File: src/rtl/axi_rd_arbiter.sv
`default_nettype none
// ============================================================================
// axi_rd_arbiter : two-master round-robin AXI4 read (AR/R) arbiter, one burst
//                  in flight, grant locked from AR handshake to final R beat.
// Revision: 1.0
// ============================================================================
module axi_rd_arbiter #(
  parameter int DATA_WIDTH = 32,
  parameter int ID_WIDTH   = 4
) (
  input  logic                    i_clk,
  input  logic                    i_rst_n,
  input  logic [1:0]              m_arvalid,
  output logic [1:0]              m_arready,
  input  logic [2*DATA_WIDTH-1:0] m_araddr,
  input  logic [2*ID_WIDTH-1:0]   m_arid,
  input  logic [15:0]             m_arlen,
  input  logic [5:0]              m_arsize,
  input  logic [3:0]              m_arburst,
  output logic [1:0]              m_rvalid,
  input  logic [1:0]              m_rready,
  output logic [DATA_WIDTH-1:0]   m_rdata,
  output logic [1:0]              m_rresp,
  output logic                    m_rlast,
  output logic [ID_WIDTH-1:0]     m_rid,
  output logic                    s_arvalid,
  input  logic                    s_arready,
  output logic [DATA_WIDTH-1:0]   s_araddr,
  output logic [ID_WIDTH-1:0]     s_arid,
  output logic [7:0]              s_arlen,
  output logic [2:0]              s_arsize,
  output logic [1:0]              s_arburst,
  input  logic                    s_rvalid,
  output logic                    s_rready,
  input  logic [DATA_WIDTH-1:0]   s_rdata,
  input  logic [1:0]              s_rresp,
  input  logic                    s_rlast,
  input  logic [ID_WIDTH-1:0]     s_rid,
  output logic                    o_busy,
  output logic                    o_err
);

  typedef enum logic [1:0] {
    ST_IDLE = 2'd0,
    ST_ADDR = 2'd1,
    ST_DATA = 2'd2
  } state_t;

  state_t     r_state;
  logic       r_grant;
  logic       r_last_grant;
  logic [7:0] r_beat_cnt;
  logic       r_err;

  logic w_winner;
  logic w_ar_hs;
  logic w_r_hs;

  // A tie goes to whichever master did not complete the previous burst.
  assign w_winner = (m_arvalid == 2'b11) ? ~r_last_grant : m_arvalid[1];
  assign w_ar_hs  = s_arvalid && s_arready;
  assign w_r_hs   = s_rvalid && s_rready;

  assign s_araddr  = r_grant ? m_araddr[2*DATA_WIDTH-1:DATA_WIDTH] : m_araddr[DATA_WIDTH-1:0];
  assign s_arid    = r_grant ? m_arid[2*ID_WIDTH-1:ID_WIDTH]       : m_arid[ID_WIDTH-1:0];
  assign s_arlen   = r_grant ? m_arlen[15:8]  : m_arlen[7:0];
  assign s_arsize  = r_grant ? m_arsize[5:3]  : m_arsize[2:0];
  assign s_arburst = r_grant ? m_arburst[3:2] : m_arburst[1:0];

  assign m_rdata = s_rdata;
  assign m_rresp = s_rresp;
  assign m_rlast = s_rlast;
  assign m_rid   = s_rid;

  assign o_busy = (r_state != ST_IDLE);
  assign o_err  = r_err;

  always_comb begin
    s_arvalid = 1'b0;
    m_arready = 2'b00;
    m_rvalid  = 2'b00;
    s_rready  = 1'b0;
    case (r_state)
      ST_ADDR: begin
        s_arvalid          = m_arvalid[r_grant];
        m_arready[r_grant] = s_arready;
      end
      ST_DATA: begin
        m_rvalid[r_grant] = s_rvalid;
        s_rready          = m_rready[r_grant];
      end
      default: ;
    endcase
  end

  always_ff @(posedge i_clk or negedge i_rst_n) begin
    if (!i_rst_n) begin
      r_state      <= ST_IDLE;
      r_grant      <= 1'b0;
      r_last_grant <= 1'b1;
      r_beat_cnt   <= 8'd0;
      r_err        <= 1'b0;
    end else begin
      case (r_state)
        ST_IDLE: begin
          if (|m_arvalid) begin
            r_grant <= w_winner;
            r_state <= ST_ADDR;
          end
        end
        ST_ADDR: begin
          if (w_ar_hs) begin
            r_beat_cnt <= s_arlen;
            r_state    <= ST_DATA;
          end
        end
        ST_DATA: begin
          if (w_r_hs) begin
            if (r_beat_cnt != 8'd0)
              r_beat_cnt <= r_beat_cnt - 8'd1;
            // Length mismatch is only flagged; the burst always ends on rlast.
            if (s_rlast != (r_beat_cnt == 8'd0))
              r_err <= 1'b1;
            if (s_rlast) begin
              r_last_grant <= r_grant;
              r_state      <= ST_IDLE;
            end
          end
        end
        default: r_state <= ST_IDLE;
      endcase
    end
  end

endmodule
`default_nettype wire
File: config.mk
export PLATFORM = sky130hd
export DESIGN_NAME = axi_rd_arbiter
export DESIGN_NICKNAME = d
export VERILOG_FILES = /design/src/rtl/axi_rd_arbiter.sv
export SDC_FILE = /design/constraint.sdc
export NUM_CORES = 1
export LEC_CHECK = 0
export CORE_AREA = 2 2 93 95
export DETAILED_ROUTE_END_ITERATION = 16
export DIE_AREA = 0 0 95 97
export PLACE_DENSITY_LB_ADDON = 0.15
export SYNTH_ARGS = -nofsm -noshare
export SYNTH_HDL_FRONTEND = slang
export SYNTH_SLANG_ARGS = --single-unit
File: constraint.sdc
create_clock -name i_clk -period 2.2 [get_ports i_clk]
set_input_delay 0.44 -clock i_clk [delete_from_list [all_inputs] [get_ports i_clk]]
set_output_delay 0.44 -clock i_clk [all_outputs]
set_load 0.01 [all_outputs]
# Yosys cells after proc, flatten, opt, wreduce, memory -nomap -nowiden
# Cells that the tools add are included.
[classes] order_cmp=2 n_reduce_logical=14 n_mul=0 n_shift=0 muxes=25 div=0 addsub=1 bitwise=3 n_eq_ne=9
[ops] op="$mux 32" count=1
[ops] op="$mux 8" count=4
[ops] op="$pmux 8 s2" count=1
[ops] op="$mux 2" count=7
[ops] op="$ne 2x2->1 const B" count=5
[ops] op="$logic_not 8->1" count=1
[ops] op="$mux 1" count=8
[ops] op="$reduce_and 4->1" count=2
[ops] op="$reduce_bool 8->1" count=1
[ops] op="$sub 8x1->8 const B" count=1
[ops] op="$pmux 2 s3" count=1
[ops] op="$reduce_and 3->1" count=2
[ops] op="$and 2x2->2" count=2
[ops] op="$eq 2x2->1 const B" count=2
[ops] op="$mux 4" count=1
[ops] op="$reduce_bool 2->1" count=2
[ops] op="$logic_and 1x1->1" count=3
[ops] op="$mux 3" count=1
[ops] op="$eq 2x1->1 const B" count=1
[ops] op="$logic_not 2->1" count=1
[ops] op="$lt 1x2->1 const B" count=1
[ops] op="$reduce_and 2->1" count=1
[ops] op="$reduce_or 2->1" count=1
[ops] op="$demux 1 s1" count=1
[ops] op="3 further kinds" count=3
[totals] latch_bits=0 rom_bits=0 regBits=13 input_bits=145 memories=0 wordCells=59 ramBits=0

# Logic depth before layout (Yosys ltp)
# Gate-level depths: netlist of the first run.
[logic_depth] ltp_word=6 depth_mapped=6 ltp_nobuf=6

# Least setup slack after synthesis of the first run
# Ideal clock, no wire load.
[synth_timing] kind="flip-flop to output port" start="register r_grant" end="output port s_araddr[10]" path_stages_with_launch=5 arrival_time_ps=1303 setup_slack_ps=457 cell_sequence="dfrtp_1 > buf_6 > buf_2 > buf_2 > mux2_2"
[synth_between] elab_chain_cells=1
[synth_rtl] element="start, declared" line_no="50" source="logic r_grant;"
[synth_rtl] element="start signal, assigned" line_no="107" source="r_grant <= w_winner;"
[synth_rtl] element="$mux 32" line_no="64" source="assign s_araddr = r_grant ? m_araddr[2*DATA_WIDTH-1:DATA_WIDTH] : m_araddr[DATA_WIDTH-1:0];"
[synth_rtl] element="end, declared" line_no="28" source="output logic [DATA_WIDTH-1:0] s_araddr,"
# Every way passes these cells.

# Worst setup path after layout of the first run
[layout_timing] start="register r_grant" end="output port s_arlen[0]"
[layout_between] elab_chain_cells=1
[layout_rtl] element="$mux 8" line_no="66" source="assign s_arlen = r_grant ? m_arlen[15:8] : m_arlen[7:0];"
[layout_rtl] element="end, declared" line_no="30" source="output logic [7:0] s_arlen,"
# Every way passes these cells.

==> flow_summary.json, run 1 <==
{
  "wl_per_cell_um": 17.0,
  "power_density_nw_per_um2": 875,
  "finClkSkew_ns": 0.00469,
  "syn_inst": 196,
  "slew_headroom_pct": 55.2,
  "ys_ff_latch": 13,
  "design_area_um2": 3510,
  "ys.flop_type": "dfrtp_1",
  "cts_buffers": 3,
  "grt.total_usage_pct": 14.7,
  "synth_top_cell_by_area": "mux2_2",
  "dr.pass1.iters": 4,
  "drt_iter0_markers": 36,
  "path_cells": "buf_4, mux2_2, clkdlybuf4s50_1",
  "fin_tns_setup_ns": 0,
  "drive_gt1_share_pct": 25.5,
  "die_area_um2": 9220,
  "power.total_uw": 3070,
  "worst_slew_pin_slew_ns": 0.670,
  "vias": 1959,
  "synthDistinctLibCells": 45,
  "cp-start-kind": "flop",
  "postPlaceCellArea_um2": 3370,
  "hold_viol_final": 0,
  "setup_viol": 0,
  "grt_max_degree": 40,
  "syn_area_um2": 1840,
  "num_antenna_cells": 0,
  "critical_path_arrival_ns": 1.68,
  "place_ws_ns": -0.0207,
  "fin_crit_ns": 2.12,
  "ant_nets": 0,
  "insertion_delay_ns": 0.24,
  "cts_tree": "done",
  "synth.area.top_cells": "mux2_2 30%, buf_4 16%, dfrtp_1 16%, nor2_1 3.3%, buf_2 1.9%",
  "irDropWorstVdd_mv": 0.407,
  "antenna_found_initial": 0,
  "synth_most_common_cell": "mux2_2",
  "cts_hold_buf": 0,
  "rows": 33,
  "crit_path_max_fanout": 9,
  "fmax_mhz": 472,
  "syn_avg_cell_area_um2": 9.39,
  "dp_hpwl_um": 6060,
  "p_leak_uw": 0.00168,
  "grt_pass1_wl_um": 10600,
  "die_w_um": 95,
  "initial_core_util_pct": 22.6,
  "critPathSlowestCell": "clkdlybuf4s50_1",
  "synth_edf_count": 0,
  "rsz0062_at_grt": "false",
  "slew_viol_final": 0,
  "fillers": 835,
  "port_buffers": 164,
  "ys_warn_count": 0,
  "cts_root_buf": "clkbuf_8",
  "grt_pass1_vias": 1991,
  "worst-setup-path-type": "flop to output port",
  "status": "completed",
  "synth_common_cells": "49 x mux2_2, 40 x buf_4, 16 x nor2_1, 12 x dfrtp_1, 8 x inv_1",
  "gp_congestion": 0.769,
  "maxCapViolations": 0,
  "synth_nets": 343,
  "fin_nets": 478,
  "setup_slack_ns": 0.0832,
  "cts_max_level": 1,
  "critPathTopFamily": "buffers and inverters",
  "core_um2": 8130,
  "clock_sinks": 13,
  "max_stage_delay_ns": 0.48,
  "period_share_pct": 96.2,
  "grt.overflow.total": 0,
  "pin_count": 241,
  "crit_path_end_kind": "output port",
  "async_flop_share_pct": 100,
  "wl_um": 7400,
  "die_y_um": 97,
  "clockBufferDepth": 2,
  "worst-path-buf-inv": 2,
  "cts.clk_slew.worst_paths_ns": 0.06,
  "viasPerCell": 4.50,
  "synth_seq_area_share_pct": 17.7,
  "worstPathRequired_ns": 1.76,
  "synth_top_area_share_pct": 30.0,
  "whs_ns": 0.464,
  "synthToLayoutAreaGrowth_pct": 90.8,
  "hp-class": "flop to flop",
  "drc": 0
}
## worst paths after layout
path,from,endpoint,slack (ns),cells past startpoint
max,r_grant$_DFFE_PN0P_,s_arlen[0],0.08,3
min,o_err$_DFFE_PN0P_,o_err$_DFFE_PN0P_,0.46,1
max reg2reg,r_grant$_DFFE_PN0P_,r_last_grant$_DFFE_PN1P_,0.46,6
min reg2reg,o_err$_DFFE_PN0P_,o_err$_DFFE_PN0P_,0.46,1
max in group asynchronous,i_rst_n,r_grant$_DFFE_PN0P_,1.12,1
min in group asynchronous,i_rst_n,r_beat_cnt[1]$_DFFE_PN0P_,0.61,1
## where the power goes
| part | internal, uW | total [uW] | switching, uW |
|---|---|---|---|
| Sequential | 365 | 521 | 156 |
| Combinational | 1350 | 2330 | 980 |
| Clock | 128 | 219 | 90.9 |
## through the flow
step / cells / utilization (%)
5_1_grt: 435 / 43.2
4_1_cts: 434 / 41.9
6_report: 435 / 43.2
3_3_place_gp: 430 / 41.5
2_1_floorplan: 196 / -
3_5_place_dp: 430 / 41.5
## state kept, by name (all words and copies together), names as in the netlist
register,flops
r_beat_cnt,8
r_state,2
o_err,1
r_grant,1
r_last_grant,1
## worst reg2reg max path: cells and delay by family, from the launching register on
kind | cells | cell delay, ns
buffers and inverters | 2 | 0.34
AND/OR/NAND/NOR | 2 | 0.40
multiplexers | 2 | 0.51
flip-flops | 1 | 0.43
## layout make-up
class	instances	area, um2	area share, %
timing repair buffer	179	1850	52.6
clock buffer	4	45.0	1.28
sequential	13	328	9.34
tap	105	131	3.74
multi-input combinational	126	1130	32.1
inverter	8	30.0	0.855
## per-layer routing
layer	wire length, um	vias up	global-route usage [%]
li1	-	930	-
met1	2830	908	17.2
met2	3470	119	24.7
met3	1090	2	6.93
met4	17	0	2.01
met5	0	-	0
## repair_timing
| action | in CTS | in global routing |
|---|---|---|
| gates resized for setup | 7 | 37 |
| setup buffers | 0 | 1 |
| setup endpoints to repair | 7 | 37 |
## cell usage in the layout, fill, tap and decap left out, types with 2 or more instances in the layout
cell,count
a31o_2,2
nand2_1,7
nor3_4,2
clkbuf_8,3
dlygate4sd2_1,7
inv_1,8
mux2_2,49
nor2_2,2
dfrtp_1,11
a21o_1,2
nor3b_1,2
o221ai_1,3
nand2b_1,2
nor2_1,16
a21oi_1,2
ha_1,2
nor3_1,5
mux2i_1,2
buf_4,14
a211oi_2,2
or3_1,2
clkdlybuf4s50_1,121
o211a_1,2
dlymetal6s2s_1,36
## kinds of logic after synthesis
logic type                 count (synthesis)  synth area share (%)
muxes                                     53                  33.1
DFF                                       13                  17.7
adders and majority gates                  2                  1.36
xor gates and xnor gates                   1                 0.476
and+or+nand+nor                           44                  13.1
buffers and inverters                     57                  21.1
AOI/OAI and AO/OA                         26                  13.1
No activity file was read; power rests on OpenSTA's default activity.
==> run 2, diff against run 1 <==
- SLEW_MARGIN: unset -> 25
==> results of run 2 <==
Final layout, timing and power as in run 1 (identical DEF).
==> run 3, diff against run 2 <==
- ABC_AREA: unset -> 1
==> run 3 against run 2 <==
Compared with the run above: register-to-register slack improved by 0.13 ns; sequential share of layout area about the same; via count increased by 26%; fmax decreased by 2.8%; cell count increased by 34%; combinational power increased by 32%; wire length increased by 17%; total power increased by 23%; critical path type unchanged; largest cell class unchanged; largest power group unchanged.
==> flow_summary.json, run 3 <==
{
  "status": "completed",
  "ys_ff_latch": 13,
  "critPathSlowestCell": "clkdlybuf4s50_1",
  "crit_path_end_kind": "output port",
  "async_flop_share_pct": 100,
  "num_antenna_cells": 0,
  "cts_setup_buffers": 0,
  "vias": 2462,
  "pin_count": 241,
  "die_area_um2": 9220,
  "p_clk_share_pct": 5.8,
  "slew_viol_final": 0,
  "initial_core_util_pct": 23.7,
  "synth_nets": 495,
  "hold_end": "o_err$_DFFE_PN0P_",
  "period_share_pct": 99.0,
  "final_cells": 583,
  "ff2ff_path_depth": 9,
  "path_cells": "buf_6, nand2_1, a21oi_1, clkdlybuf4s50_1",
  "place_inst": 579,
  "rrSetupSlack_ns": 0.59,
  "antenna_found_initial": 0,
  "synth_top_cell_by_area": "nand2_1",
  "reg_top3": "r_beat_cnt x8, r_state x2",
  "rsz0062_at_grt": "true",
  "syn_inst": 348,
  "power.total_uw": 3770,
  "fin_nets": 626,
  "dr.pass1.iters": 6,
  "worst-path-buf-inv": 2,
  "clockBufferDepth": 2,
  "mostFrequentLayoutCell": "nand2_1",
  "die_w_um": 95,
  "grt.total_usage_pct": 17.6,
  "synth.area.top_cells": "nand2_1 38%, dfrtp_1 16%, buf_4 15%, nand3_1 3.6%, inv_1 2.9%",
  "grt_pass1_wl_um": 12800,
  "hold_depth": 1,
  "synth_seq_area_share_pct": 16.9,
  "maxCapViolations": 0,
  "viasPerCell": 4.22,
  "synth_common_cells": "195 x nand2_1, 39 x buf_4, 15 x inv_1, 14 x nand3_1, 12 x dfrtp_1",
  "fillers": 847,
  "critPathTopFamily": "buffers and inverters",
  "syn_area_um2": 1930,
  "worstReg2RegStart": "r_grant$_DFFE_PN0P_",
  "cts.clk_slew.worst_paths_ns": 0.06,
  "hp-start": "o_err$_DFFE_PN0P_",
  "p_int_uw": 1920,
  "worst_slew_pin_slew_ns": 0.643,
  "drc": 0,
  "wl_um": 8670,
  "hold_viol_final": 0,
  "core_um2": 8130,
  "whs_ns": 0.479,
  "critical_path_arrival_ns": 1.74,
  "ys_warn_count": 0,
  "power_density_nw_per_um2": 1070,
  "port_buffers": 164,
  "fmax_mhz": 459,
  "syn_avg_cell_area_um2": 5.54,
  "finClkSkew_ns": 0.000831,
  "regMostFlops": "r_beat_cnt",
  "fin_crit_ns": 2.18,
  "multi_input_area_um2": 1160,
  "largest_reg_flops": 8,
  "rows": 33,
  "die_y_um": 97,
  "dp_hpwl_um": 7300,
  "ys.flop_type": "dfrtp_1",
  "hp-class": "flop to flop",
  "postPlaceCellArea_um2": 3440,
  "grt_pass1_vias": 2394,
  "wl_per_cell_um": 14.9,
  "gp_congestion": 0.873,
  "switchingPower_uw": 1850,
  "worstPathRequired_ns": 1.76,
  "cts_max_level": 1,
  "synth_edf_count": 0,
  "clock_sinks": 13,
  "grt_max_degree": 33,
  "cts_root_buf": "clkbuf_8",
  "finish.utilization_pct": 43.2,
  "synthToLayoutAreaGrowth_pct": 82.3,
  "cts_buffers": 3,
  "ant_nets": 0,
  "irDropWorstVdd_mv": 0.475,
  "synthDistinctLibCells": 28,
  "crit_cells": 4,
  "worst-setup-path-type": "flop to output port",
  "crit_path_max_fanout": 21,
  "synth_most_common_cell": "nand2_1",
  "final_cell_mix": "195 x nand2_1, 155 x clkdlybuf4s50_1, 15 x inv_1",
  "synth_top_area_share_pct": 38.0,
  "p_leak_uw": 0.00178,
  "max_stage_delay_ns": 0.55,
  "cp-start-kind": "flop",
  "slew_headroom_pct": 57.0,
  "drt_iter0_markers": 63,
  "drive_gt1_share_pct": 8.37,
  "p_seq_share_pct": 12.9,
  "setup_viol": 0,
  "comb_power_share_pct": 81.4,
  "seqCellArea_um2": 328,
  "cts_tree": "done",
  "grt.overflow.total": 0,
  "r2r-end": "r_beat_cnt[6]$_DFFE_PN0P_",
  "sw_frac_of_total_pct": 49.0,
  "design_area_um2": 3520,
  "insertion_delay_ns": 0.24
}
## run 3: cell types whose count changed after synthesis, moves of 4 or more
cell / change
nand2_1: +188
mux2_2: -49
nand3_1: +14
inv_1: +7
o21ai_0: +6
nor2_1: -5
buf_2: +4
nand2_2: +4
## run 3: stage by stage
step | setup WS [ns] | setup TNS (ns)
after global routing | -0.0640 | -0.825
after global placement | 0.00886 | 0
after floorplan | 0.701 | 0
after detailed placement | 0.00503 | 0
after CTS | -0.0229 | -0.0276
final | 0.0218 | 0
## run 3: cells by family after synthesis
logic type	Yosys count	synth area share [%]
AO/OA/AOI/OAI	21	6.42
XOR/XNOR	1	0.454
adder cells (fa/ha/maj)	2	1.30
buffers and inverters	71	23.0
flip-flops	13	16.9
AND/OR/NAND/NOR	240	51.8
## run 3: power groups by stage
stage | clock network, uW | registers (uW) | logic (uW)
global placement | 0 | 475 | 3090
global route | 236 | 501 | 3390
finish | 217 | 485 | 3070
CTS | 224 | 482 | 3130
floorplan | 0 | 445 | 1710
detailed placement | 0 | 476 | 3090
## run 3: what timing repair did
item                       4_1_cts  5_1_grt
setup endpoints to repair       31       29
hold buffers                     0        0
resized for setup               11        5
hold endpoints to repair         0        0
## run 3: cell type report
type	instances	area share, %
tap	105	3.74
clock buffer	4	1.28
timing repair buffer	177	50.1
multi-input combinational	264	33.1
sequential	13	9.32
inverter	20	2.49
## run 3: worst max path at each step
stage,start,endpoint,slack (ns)
detailed placement,s_rvalid,m_rvalid[0],0.005
global route,r_grant$_DFFE_PN0P_,s_araddr[22],-0.06
finish,r_grant$_DFFE_PN0P_,s_rready,0.02
global placement,s_arready,m_arready[0],0.009
CTS,r_grant$_DFFE_PN0P_,s_arlen[6],-0.02
floorplan,r_grant$_DFFE_PN0P_,s_araddr[0],0.70
## run 3: metal layers
metal / up-vias / global-route usage, % / routed length [um]
li1: 1283 / - / -
met1: 1072 / 19.8 / 3290
met2: 97 / 33.1 / 4520
met3: 10 / 4.21 / 745
met4: 0 / 3.57 / 112
met5: - / 0 / 0
